**src/rtl/ram_arb_pkg.sv**
```systemverilog
// Shared constants and the issue-stage (S1) command record for ram_arbiter.
// The S1 record is sized by the package width constants.
package ram_arb_pkg;

  localparam int NUM_REQ_DEF    = 4;
  localparam int DATA_WIDTH_DEF = 8;
  localparam int ADDR_WIDTH_DEF = 8;
  localparam int ID_WIDTH_DEF   = 2;
  localparam int READ_LATENCY   = 3;

  typedef struct packed {
    logic                      valid;
    logic                      we;
    logic [ID_WIDTH_DEF-1:0]   id;
    logic [ADDR_WIDTH_DEF-1:0] addr;
    logic [DATA_WIDTH_DEF-1:0] data;
  } s1_cmd_t;

endpackage

```
**src/rtl/rr_arbiter.sv**
```systemverilog
// One-hot grant among (req_i & mask_i), searching upward from ptr_i with wrap.
// With RAM_ARB_FIXED_PRIO_EN defined the search always starts at index 0.
module rr_arbiter #(
  parameter int NUM_REQ  = 4,
  parameter int ID_WIDTH = 2
) (
  input  logic [NUM_REQ-1:0]  req_i,
  input  logic [NUM_REQ-1:0]  mask_i,
  input  logic [ID_WIDTH-1:0] ptr_i,
  output logic [NUM_REQ-1:0]  gnt_o,
  output logic [ID_WIDTH-1:0] gnt_id_o,
  output logic                gnt_valid_o
);

  localparam int IW = ID_WIDTH + 1;

  logic [NUM_REQ-1:0] elig_s;
  logic [IW-1:0]      start_s;
  logic [IW-1:0]      idx_s;

  assign elig_s = req_i & mask_i;

`ifdef RAM_ARB_FIXED_PRIO_EN
  assign start_s = '0;
`else
  assign start_s = {1'b0, ptr_i};
`endif

  always_comb begin
    gnt_o       = '0;
    gnt_id_o    = '0;
    gnt_valid_o = 1'b0;
    idx_s       = '0;
    for (int i = 0; i < NUM_REQ; i++) begin
      idx_s = start_s + IW'(i);
      if (idx_s >= IW'(NUM_REQ)) begin
        idx_s = idx_s - IW'(NUM_REQ);
      end
      if (!gnt_valid_o && elig_s[idx_s[ID_WIDTH-1:0]]) begin
        gnt_valid_o                   = 1'b1;
        gnt_o[idx_s[ID_WIDTH-1:0]]    = 1'b1;
        gnt_id_o                      = idx_s[ID_WIDTH-1:0];
      end
    end
  end

endmodule

```
**src/rtl/ram_arbiter.sv**
```systemverilog
// ram_arbiter: NUM_REQ requesters share one single-port RAM through issue stage S1;
// reads return 3 cycles after grant. Define RAM_ARB_FIXED_PRIO_EN for fixed priority.
module ram_arbiter
  import ram_arb_pkg::*;
#(
  parameter int NUM_REQ    = NUM_REQ_DEF,
  parameter int DATA_WIDTH = DATA_WIDTH_DEF,
  parameter int ADDR_WIDTH = ADDR_WIDTH_DEF,
  parameter int ID_WIDTH   = ID_WIDTH_DEF
) (
  input  logic                          clk,
  input  logic                          rst,
  input  logic [NUM_REQ-1:0]            i_req,
  input  logic [NUM_REQ-1:0]            i_we,
  input  logic [NUM_REQ*ADDR_WIDTH-1:0] i_addr,
  input  logic [NUM_REQ*DATA_WIDTH-1:0] i_data,
  output logic [NUM_REQ-1:0]            o_gnt,
  output logic [ADDR_WIDTH-1:0]         o_ram_address,
  output logic [DATA_WIDTH-1:0]         o_ram_data,
  output logic                          o_ram_we,
  output logic                          o_ram_oe,
  input  logic [DATA_WIDTH-1:0]         i_ram_data,
  output logic                          o_rvalid,
  output logic [ID_WIDTH-1:0]           o_rid,
  output logic [DATA_WIDTH-1:0]         o_rdata
);

  s1_cmd_t               s1_q, s1_d;
  logic                  oe_q, oe_d;
  logic                  s2_rd_q, s2_rd_d;
  logic [ID_WIDTH-1:0]   s2_id_q, s2_id_d;
  logic                  rvalid_q, rvalid_d;
  logic [ID_WIDTH-1:0]   rid_q, rid_d;
  logic [DATA_WIDTH-1:0] rdata_q, rdata_d;

  logic [NUM_REQ-1:0]    mask_s;
  logic [NUM_REQ-1:0]    gnt_s;
  logic [ID_WIDTH-1:0]   gnt_id_s;
  logic [ID_WIDTH-1:0]   ptr_s;
  logic                  gnt_valid_s;
  logic                  accept_s;
  logic                  s1_rd_s;

  assign s1_rd_s = s1_q.valid & ~s1_q.we;
  // A write issued behind a read in S1 would drive the RAM during that read's capture cycle.
  assign mask_s  = ~(i_we & {NUM_REQ{s1_rd_s}});

  rr_arbiter #(
    .NUM_REQ  (NUM_REQ),
    .ID_WIDTH (ID_WIDTH)
  ) u_arb (
    .req_i       (i_req),
    .mask_i      (mask_s),
    .ptr_i       (ptr_s),
    .gnt_o       (gnt_s),
    .gnt_id_o    (gnt_id_s),
    .gnt_valid_o (gnt_valid_s)
  );

  assign o_gnt    = rst ? '0 : gnt_s;
  assign accept_s = gnt_valid_s & ~rst;

`ifdef RAM_ARB_FIXED_PRIO_EN
  assign ptr_s = '0;
`else
  logic [ID_WIDTH-1:0] ptr_q, ptr_d;

  always_comb begin
    ptr_d = ptr_q;
    if (accept_s) begin
      ptr_d = (gnt_id_s == ID_WIDTH'(NUM_REQ - 1)) ? '0 : gnt_id_s + ID_WIDTH'(1);
    end
  end

  always_ff @(posedge clk or posedge rst) begin
    if (rst) ptr_q <= '0;
    else     ptr_q <= ptr_d;
  end

  assign ptr_s = ptr_q;
`endif

  always_comb begin
    s1_d       = s1_q;
    s1_d.valid = accept_s;
    s1_d.we    = 1'b0;
    if (accept_s) begin
      s1_d.we   = i_we[gnt_id_s];
      s1_d.id   = gnt_id_s;
      s1_d.addr = i_addr[gnt_id_s*ADDR_WIDTH +: ADDR_WIDTH];
      s1_d.data = i_data[gnt_id_s*DATA_WIDTH +: DATA_WIDTH];
    end
    oe_d     = ~(accept_s & i_we[gnt_id_s]);
    s2_rd_d  = s1_rd_s;
    s2_id_d  = s1_q.id;
    rvalid_d = s2_rd_q;
    rid_d    = rid_q;
    rdata_d  = rdata_q;
    if (s2_rd_q) begin
      rid_d   = s2_id_q;
      rdata_d = i_ram_data;
    end
  end

  always_ff @(posedge clk or posedge rst) begin
    if (rst) begin
      s1_q     <= '0;
      oe_q     <= 1'b0;
      s2_rd_q  <= 1'b0;
      s2_id_q  <= '0;
      rvalid_q <= 1'b0;
      rid_q    <= '0;
      rdata_q  <= '0;
    end else begin
      s1_q     <= s1_d;
      oe_q     <= oe_d;
      s2_rd_q  <= s2_rd_d;
      s2_id_q  <= s2_id_d;
      rvalid_q <= rvalid_d;
      rid_q    <= rid_d;
      rdata_q  <= rdata_d;
    end
  end

  assign o_ram_address = s1_q.addr;
  assign o_ram_data    = s1_q.data;
  assign o_ram_we      = s1_q.valid & s1_q.we;
  assign o_ram_oe      = oe_q;
  assign o_rvalid      = rvalid_q;
  assign o_rid         = rid_q;
  assign o_rdata       = rdata_q;

endmodule

```
**config.mk**
```make
export PLATFORM = sky130hd
export DESIGN_NAME = ram_arbiter
export DESIGN_NICKNAME = d
export VERILOG_FILES = /design/src/rtl/ram_arb_pkg.sv /design/src/rtl/rr_arbiter.sv /design/src/rtl/ram_arbiter.sv
export SDC_FILE = /design/constraint.sdc
export NUM_CORES = 1
export LEC_CHECK = 0
export ABC_AREA = 1
export CAP_MARGIN = 5
export CELL_PAD_IN_SITES_DETAIL_PLACEMENT = 0
export CELL_PAD_IN_SITES_GLOBAL_PLACEMENT = 2
export CORE_MARGIN = 3
export CORE_UTILIZATION = 22
export DETAILED_ROUTE_END_ITERATION = 16
export PLACE_DENSITY = 0.77
export SLEW_MARGIN = 20
export SYNTH_ARGS = -nofsm -noshare
export SYNTH_HDL_FRONTEND = slang
export SYNTH_HIERARCHICAL = 1
export SYNTH_SLANG_ARGS = --single-unit
```
**constraint.sdc**
```tcl
create_clock -name clk -period 2.5 [get_ports clk]
set_input_delay 0.375 -clock clk [delete_from_list [all_inputs] [get_ports clk]]
set_output_delay 0.375 -clock clk [all_outputs]
set_load 0.01 [all_outputs]
```
# Word level (Yosys, flattened, before mapping)
# Cells that the tools add are included.
# word_totals
regBits	37
inputBits	82
wordCells	96
out_inout_bits	33
# op_classes
reduce_logical	10
eq_ne	1
n_bitwise	13
n_mux	37
addsub	8
order_cmp	13
shift	2
# ops
cell	n
indexed part select 32 x 6 -> 8 bit	2
two-way mux 4 bit	5
two-way mux 19 bit	1
two-way mux 2 bit	9
< comparator 2 x 3 -> 1 bit, second input constant	5
two-way mux 1 bit	13
bitwise OR 4 bit	3
binary-select mux 1 bit (select 2 bit)	5
>= comparator 3 bit, second input constant	3
AND 4 bit	2
demux 1 bit (select 2 bit)	4
>= comparator 2 x 1 -> 1 bit, second input constant	4
subtractor 2 x 1 -> 2 bit, second input constant	4
logical AND 1 bit	7
adder 2 x 2 -> 3 bit, second input constant	2
AND 1 bit	4
NOT 4 bit	1
adder 2 x 1 -> 3 bit, second input constant	1
>= comparator 2 x 3 -> 1 bit, second input constant	1
logical NOT 1 bit	3
NOT 1 bit	3
adder 2 x 1 -> 2 bit, second input constant	1
== test 2 bit, second input constant	1

# Logic depth before layout (Yosys ltp)
# Gate-level depths: netlist of run 1.
# logic_depth
word_depth	21
ltp_mapped	19
depth_no_buf	17

# Cells and area by module
# Netlist of run 1, hierarchy kept.
# by_module_without_submodules
mod	cells_per_inst	n_inst	area_each_um2	seq_area_each_um2
ram_arbiter	314	1	2219.6	925.9
rr_arbiter	96	1	568.0	0.0

# Worst setup path after synthesis of run 1
# OpenSTA, ideal clock, no wires.
# synth_path
path_kind	register to register
from	reg ptr_q[1]
to	reg s1_q, in the netlist o_ram_address[6]
n_path_buf	2
setup_time_ns	0.117
t_arrival_ns	2.164
slack_ns	0.220
stages_incl_launch_ff	16
period_less_slack_ns	2.280
t_required_ns	2.383
path_cell_list	dfrtp_1 inv_1 ha_1 inv_1 nand2_2 nand2_4 nor2_8 nand4_1 nand2_1 buf_4 buf_2 nand2_1 nand3_1 nand2_1 nand2_1 nand2_1
# synth_between
elab_chain_cells	15
word_cells_on_any_way	39
classes_between	add/sub: 7; order compare: 4; shift: 1; mux: 20; bitwise: 1; reduce/logical: 6
# synth_lines
element	line_no	source
start: declaration	ram_arbiter.sv:66	logic [ID_WIDTH-1:0] ptr_q, ptr_d;
start signal: assignment	ram_arbiter.sv:77	else ptr_q <= ptr_d;
branches (longest 13 deep; another with adder 2 x 1 -> 3 bit)	n/a	
two-way mux 2 bit *	rr_arbiter.sv:39	if (!gnt_valid_o && elig_s[idx_s[ID_WIDTH-1:0]]) begin
via gnt_id_s[0]	ram_arbiter.sv:38	logic [ID_WIDTH-1:0] gnt_id_s;
indexed part select 32 x 6 -> 8 bit *	ram_arbiter.sv:90	s1_d.addr = i_addr[gnt_id_s*ADDR_WIDTH +: ADDR_WIDTH];
end signal: assignment	ram_arbiter.sv:107	s1_q <= '0;
end signal: assignment	ram_arbiter.sv:115	s1_q <= s1_d;
end: declaration	ram_arbiter.sv:28	s1_cmd_t s1_q, s1_d;
# Mark *: on every way through the listed nets, which the timed path passes. The select of a mux whose other input is x is not followed.
# A chain may end at the register's enable or synchronous reset.

# Worst setup path in the final report of run 1
# layout_path
from	reg s1_q[18] (netlist bit)
to	out o_gnt[1]
# layout_between
elab_chain_cells	18
word_cells_on_any_way	30
classes_between	mux: 16; bitwise: 8; reduce/logical: 6
# layout_lines
element	line_no	source
NOT 1 bit *	ram_arbiter.sv:44	assign s1_rd_s = s1_q.valid & ~s1_q.we;
AND 1 bit *	ram_arbiter.sv:44	
via s1_rd_s	ram_arbiter.sv:42	logic s1_rd_s;
AND 4 bit *	ram_arbiter.sv:46	assign mask_s = ~(i_we & {NUM_REQ{s1_rd_s}});
NOT 4 bit *	ram_arbiter.sv:46	
via mask_s[2]	ram_arbiter.sv:36	logic [NUM_REQ-1:0] mask_s;
AND 4 bit *	rr_arbiter.sv:21	assign elig_s = req_i & mask_i;
binary-select mux 1 bit (select 2 bit)	rr_arbiter.sv:39	
[... 5 more ...]	n/a	
logical NOT 1 bit	rr_arbiter.sv:39	
logical AND 1 bit	rr_arbiter.sv:39	
two-way mux 1 bit	rr_arbiter.sv:39	
logical NOT 1 bit	rr_arbiter.sv:39	
logical AND 1 bit	rr_arbiter.sv:39	
two-way mux 4 bit *	rr_arbiter.sv:39	
via gnt_s[1]	ram_arbiter.sv:37	logic [NUM_REQ-1:0] gnt_s;
two-way mux 4 bit *	ram_arbiter.sv:60	assign o_gnt = rst ? '0 : gnt_s;
end: declaration	ram_arbiter.sv:17	output logic [NUM_REQ-1:0] o_gnt,
# The timed path passes the listed nets; every way through them passes the cells marked *. The select of a mux whose other input is x is not followed.

==> summary.md, run 1 <==
| Metric | Value |
|---|---|
| Worst-Margin Slew | 494 ps |
| TNS Setup | 0 ps |
| Final net count | 620 |
| Setup Viol. Count Final | 0 |
| DRT iter0 DRCs | 111 |
| Initial antenna violation count | 0 |
| Antenna Nets Post-Route | 0 |
| Net Count, Synth | 500 |
| Global-route wire length before repair | 13.5 mm |
| Port bufs | 114 |
| Worst rel slew slack | 67.1% |
| GPL Wtd Cong | 0.822 |
| Area after DPL | 4190 um^2 |
| FF+latch count, synth | 37 |
| Setup crit end kind | primary output |
| Clock tree sinks | 37 |
| Status | complete, no violations |
| ANT cells | 0 |
| Final Total Pwr | 6.64 mW |
| Unrepaired setup endpoints after global routing | true |
| Layout cell share with drive strength beyond 1 | 15.8% |
| Fillers | 1334 |
| Die Area | 14100 um^2 |
| Pwr per Cell Area | 1510 nW/um^2 |
| Die height | 119 um |
| Leakage | 2.24 nW |
| Final Max Slew Viols | 0 |
| Fin crit period | 2330 ps |
| Min setup slack post-route | 165 ps |
| H-tree depth | 2 |
| Worst hold path type | reg2reg |
| GR Overflow Total | 0 |
| Number of max-cap violations | 0 |
| DR vias | 2814 |
| CP startpoint kind | flop |
| Clock latency on the worst-skew pair | 270 ps |
| Unique masters post-synth | 26 |
| Num CTS Buffers | 5 |
| CTS Buffer Depth | 2 |
| Final period utilization | 93.4% |
| WHS | 383 ps |
| Final non-filler cell total | 699 |
| Syn_area_per_cell | 6.80 um^2 |
| Post-Place Setup Slack | -201 ps |
| Routed vias/inst | 4.03 |
| Fmax | 428 MHz |
| Critical-path cell list | nor2_1 > buf_4 > nand2_1 > nand2_1 > nand2_2 > nand3_2 > nand2_4 > buf_12 > nand2_1 > nand2_1 > nor2_1 > nand2_1 > inv_1 > nor2_1 > dlymetal6s2s_1 |
| Detail Placement HPWL | 6.59 mm |
| Drc violations | 0 |
| # rows | 40 |
| Post-detailed-routing wire length | 8.21 mm |
| Placed cell count | 689 |
| Synth Cell Area | 2790 um^2 |
| CP arrival | 1960 ps |
| Fin area | 4400 um^2 |
| Worst path top cell family by delay | simple AND/OR/NAND/NOR gates |
| Largest net degree at the start of global routing | 38 |
| Die width | 119 um |
| Finished Core Util | 36.0% |
| CTS tree | yes |
| Initial DRT Pass Iterations | 4 |
| I/O pins | 115 |
| Largest stage delay, worst path | 370 ps |
| Routed length per instance | 11.7 um |
| Final Skew | 2.30 ps |
| Final Hold Viols | 0 |
| Number of global-route vias before repair | 2753 |
| Clock Tree Root | clkbuf_16 |
| CP required | 2120 ps |
| Yosys warning count | 6 |
| Gate count of the mapped netlist | 410 |
| Seq/Total Area, Yosys | 33.2% |
| Setup Crit Path Kind | reg2out |
| All-Layer GR Usage | 11.7% |
| Worst path slowest cell | dfrtp_1 |
| VDD IR max | 0.000702 V |
| Clock transition at path regs | 60 ps |
| Crit-path most repeated cell | nand2_1 |
| Starting density of the core | 22.8% |
| Core area | 12200 um^2 |
| Layout overhead on the synthesized area | 57.9% |
| Buf/Inv on CP | 4 |
| CP Max Fanout | 5 |
==> timing repair <==
action / 4_1_cts / 5_1_grt
buffers inserted: 0 / 2
gates cloned: 0 / 0
pin swaps: 0 / 3
endpoints found under the setup margin: 4 / 22
hold buffers: 0 / 0
resized for setup: 4 / 18
==> final timing paths <==
| check | to | slack, ps | start | depth (start not counted) |
|---|---|---|---|---|
| setup / recovery | o_gnt[1] | 170 | s1_q[18]$_DFF_PP0_ | 15 |
| setup reg to reg | o_ram_oe$_DFF_PP0_ | 190 | ptr_q[0]$_DFFE_PP0P_ | 15 |
| max in group asynchronous | ptr_q[0]$_DFFE_PP0P_ | 1430 | rst | 3 |
| hold reg to reg | s2_id_q[1]$_DFF_PP0_ | 380 | s2_id_d[1]$_DFFE_PP0P_ | 0 |
| min in group asynchronous | o_ram_address[5]$_DFFE_PP0P_ | 700 | rst | 3 |
| hold / removal | s2_id_q[1]$_DFF_PP0_ | 380 | s2_id_d[1]$_DFFE_PP0P_ | 0 |
==> layout by cell type (no fill, tap or decap), types with 3 or more instances in the layout <==
| cell | count |
|---|---|
| nand2_1 | 174 |
| clkdlybuf4s50_1 | 110 |
| inv_1 | 50 |
| nand3_1 | 43 |
| dfrtp_1 | 36 |
| buf_4 | 21 |
| nor2_1 | 16 |
| nand2_2 | 12 |
| mux2_2 | 10 |
| ha_1 | 8 |
| buf_12 | 6 |
| nand3_2 | 6 |
| inv_2 | 5 |
| clkbuf_16 | 5 |
| nand4_1 | 5 |
| nand2_4 | 3 |
| clkbuf_2 | 3 |
==> registers in the layout, indices dropped and copies added (netlist names) <==
| register | count |
|---|---|
| s2_id_d | 2 |
| o_rvalid | 1 |
| o_ram_data | 8 |
| o_rdata | 8 |
| o_ram_oe | 1 |
| s1_q | 2 |
| ptr_q | 2 |
| o_ram_address | 8 |
| rvalid_d | 1 |
| s2_id_q | 2 |
| o_rid | 2 |
==> cell families after synthesis <==
logic type      synth area share, %
flops                          33.2
buf+inv                        16.1
simple gates                   41.6
mux                            4.04
compound gates                 1.53
fa+ha+maj                      3.59
==> cell type report <==
type / instances / area, um^2 / share of cell area [%]
timing repair buffer: 142 / 1420 / 32.2
clock inverter: 2 / 37.5 / 0.853
tap: 168 / 210 / 4.78
clock buffer: 6 / 139 / 3.16
inverter: 57 / 224 / 5.09
multi-input combinational: 287 / 1450 / 32.9
sequential: 37 / 927 / 21.1
==> layer usage <==
layer | vias up | GRT usage (%) | wire length, um
met5 | - | 0 | 0
met4 | 0 | 2.61 | 54
met3 | 2 | 1.87 | 306
met2 | 58 | 20.2 | 4050
met1 | 1282 | 15.2 | 3800
li1 | 1472 | - | -
==> synthesized netlist by cell type (all sizes together) <==
cell type	count	share of area, %
mux2	10	4.0
dfrtp	37	33
buf	29	8.0
o21ai	4	1.3
ha	8	3.6
nand2	189	27
nand3b	1	0.27
nor2	19	3.5
nand4	5	1.1
inv	57	8.0
nand3	50	9.9
o21a	1	0.27
==> where the power goes <==
part / switching, mW / internal [mW]
Sequential: 0.170 / 0.911
Clock: 0.232 / 0.497
Combinational: 2.63 / 2.21
No activity file was read; power rests on OpenSTA's default activity.
==> inputs of run 2 (changes only) <==
HOLD_SLACK_MARGIN = 0.1   (was default)
MAX_ROUTING_LAYER = met4   (was default)
==> summary.md, run 2 (synthesis gave the netlist of run 1 again) <==
| Metric | Value |
|---|---|
| CP required | 2120 ps (about the same) |
| Die height | 119 um (unchanged) |
| Num CTS Buffers | 5 (unchanged) |
| Setup Viol. Count Final | 0 (unchanged) |
| GPL Wtd Cong | 0.810 (-1.4%) |
| Reg2reg end | o_ram_oe$_DFF_PP0_ |
| Starting density of the core | 22.8% (unchanged) |
| CP Max Fanout | 5 (unchanged) |
| Port bufs | 114 (unchanged) |
| WHS | 380 ps (-2.18 ps) |
| Antenna Nets Post-Route | 0 (unchanged) |
| Initial antenna violation count | 0 (unchanged) |
| All-Layer GR Usage | 12.0% (+0.37 points) |
| Worst Min Path Start | s2_id_d[1]$_DFFE_PP0P_ |
| Final Hold Viols | 0 (unchanged) |
| Finished Core Util | 35.7% (-0.35 points) |
| DR vias | 2788 (-0.92%) |
| # rows | 40 (unchanged) |
| Routed length per instance | 11.7 um (-0.21%) |
| Most frequent cells in the layout | 174 x nand2_1, 110 x clkdlybuf4s50_1, 50 x inv_1 |
| Die width | 119 um (unchanged) |
| Layout cell share with drive strength beyond 1 | 16.0% (+0.19 points) |
| Die Area | 14100 um^2 (unchanged) |
| Final period utilization | 93.8% (+0.39 points) |
| Final Total Pwr | 6.53 mW (-1.7%) |
| Routed vias/inst | 3.99 (-0.92%) |
| Area after DPL | 4190 um^2 (+0.18%) |
| Largest stage delay, worst path | 340 ps (-30 ps) |
| Fmax | 427 MHz (-0.42%) |
| Clock latency on the worst-skew pair | 280 ps (about the same) |
| Worst hold path endpoint | s2_id_q[1]$_DFF_PP0_ |
| Leakage | 2.21 nW (-1.2%) |
| Final Max Slew Viols | 0 (unchanged) |
| Worst-Margin Slew | 481 ps (-12.8 ps) |
| Most common cell after layout, fill and taps aside | nand2_1 |
| Hold Crit Depth | 0 (unchanged) |
| Worst hold path type | reg2reg |
| Crit-path most repeated cell | nand2_1 |
| Number of global-route vias before repair | 2757 (+0.15%) |
| Critical-path cell list | inv_1 > nor2_1 > buf_4 > nand2_2 > nand2_1 > nand2_1 > nand3_2 > nand2_4 > buf_12 > nand2_1 > nand2_1 > nor2_1 > nand2_1 > inv_1 > nor2_1 > clkbuf_2 |
| Fin area | 4360 um^2 (-0.97%) |
| Status | complete, no violations |
| Clock tree sinks | 37 (unchanged) |
| I/O pins | 115 (unchanged) |
| Hold buffers post-CTS | 0 (unchanged) |
| Post-detailed-routing wire length | 8.19 mm (-0.21%) |
| Flop-to-flop setup slack | 240 ps (+50 ps) |
| Largest net degree at the start of global routing | 38 (unchanged) |
| Setup crit end kind | primary output |
| Clock transition at path regs | 60 ps (about the same) |
| Setup Crit Path Kind | reg2out |
| Number of max-cap violations | 0 (unchanged) |
| FF-to-FF Start | s1_q[19]$_DFF_PP0_ |
| Drc violations | 0 (unchanged) |
| Detail Placement HPWL | 6.54 mm (-0.88%) |
| Layout overhead on the synthesized area | 56.4% |
| Worst path slowest cell | dfrtp_1 |
| Worst reg-to-reg path cell count | 17 (+2) |
| Final Skew | 4.22 ps (+1.92 ps) |
| Worst rel slew slack | 67.9% (+0.85 points) |
| Initial DRT Pass Iterations | 4 (unchanged) |
| VDD IR max | 0.000726 V (+3.5%) |
| Global-route wire length before repair | 13.4 mm (about the same) |
| Fin crit period | 2340 ps (+9.75 ps) |
| GR Overflow Total | 0 (unchanged) |
| H-tree depth | 2 (unchanged) |
| Final net count | 620 (unchanged) |
| Min setup slack post-route | 156 ps (-9.75 ps) |
| Post-Place Setup Slack | -227 ps (-25.8 ps) |
| CP arrival | 1970 ps (about the same) |
| CTS tree | yes |
| CP startpoint kind | flop |
| Fillers | 1308 (-1.9%) |
| DRT iter0 DRCs | 95 (-14%) |
| ANT cells | 0 (unchanged) |
| CTS Buffer Depth | 2 (unchanged) |
| Pwr per Cell Area | 1500 nW/um^2 (-0.74%) |
| Clock Tree Root | clkbuf_16 |
| Core area | 12200 um^2 (unchanged) |
-- run 2: cell count changes in the layout (fill, tap and decap cells not counted), sizes merged --
| cell | delta |
|---|---|
| dlymetal6s2s | -1 |
| clkinv | +2 |
| bufinv | -1 |
-- run 2: stage by stage --
step / instances / setup TNS (ps)
2_1_floorplan: 410 / 0
3_3_place_gp: 690 / -2280
3_5_place_dp: 690 / -2710
4_1_cts: 698 / 0
5_1_grt: 699 / -4.96
6_report: 699 / 0
-- run 2: repair_timing --
action / CTS / global route
endpoints found under the setup margin: 4 / 23
setup buffers: 0 / 1
cloned: 0 / 0
pin swaps: 1 / 5
gates resized for setup: 9 / 15
-- run 2: per-layer routing --
| metal | track usage, % | vias to the layer above | wire (um) |
|---|---|---|---|
| met3 | 2.20 | 4 | 373 |
| li1 | - | 1471 | - |
| met4 | 3.11 | 0 | 91 |
| met1 | 15.3 | 1248 | 3860 |
| met5 | - | - | 0 |
| met2 | 19.7 | 65 | 3870 |
-- run 2: worst max-delay path by stage --
stage | depth (start not counted) | end | from
after global placement | 12 | o_gnt[1] | i_we[0]
after floorplan | 15 | o_ram_address[6]$_DFFE_PP0P_ | ptr_q[1]$_DFFE_PP0P_
after global routing | 16 | o_gnt[0] | s1_q[19]$_DFF_PP0_
after detailed placement | 12 | o_gnt[0] | i_we[1]
final | 16 | o_gnt[2] | s1_q[19]$_DFF_PP0_
after CTS | 13 | o_gnt[2] | s1_q[18]$_DFF_PP0_
-- run 2: critical path, delay by kind of cell, from the launching register on --
kind | cells | cell delay, ps
and+or+nand+nor | 11 | 810
DFF | 1 | 340
buffers and inverters | 5 | 530
-- run 2: area by class of cell --
| cell class | instances | area [um^2] | share of cell area (%) |
|---|---|---|---|
| Sequential cell | 37 | 927 | 21.3 |
| Timing Repair Buffer | 142 | 1410 | 32.3 |
| Multi-Input combinational cell | 287 | 1450 | 33.2 |
| Inverter | 57 | 224 | 5.14 |
| Tap cell | 168 | 210 | 4.82 |
| Clock buffer | 5 | 125 | 2.87 |
| Clock inverter | 3 | 17.5 | 0.402 |
-- run 2: power by group --
group	internal, mW	switching, mW	total [mW]
sequential	0.911	0.166	1.08
clock	0.365	0.236	0.601
combinational	2.20	2.65	4.85
total	3.47	3.06	6.53
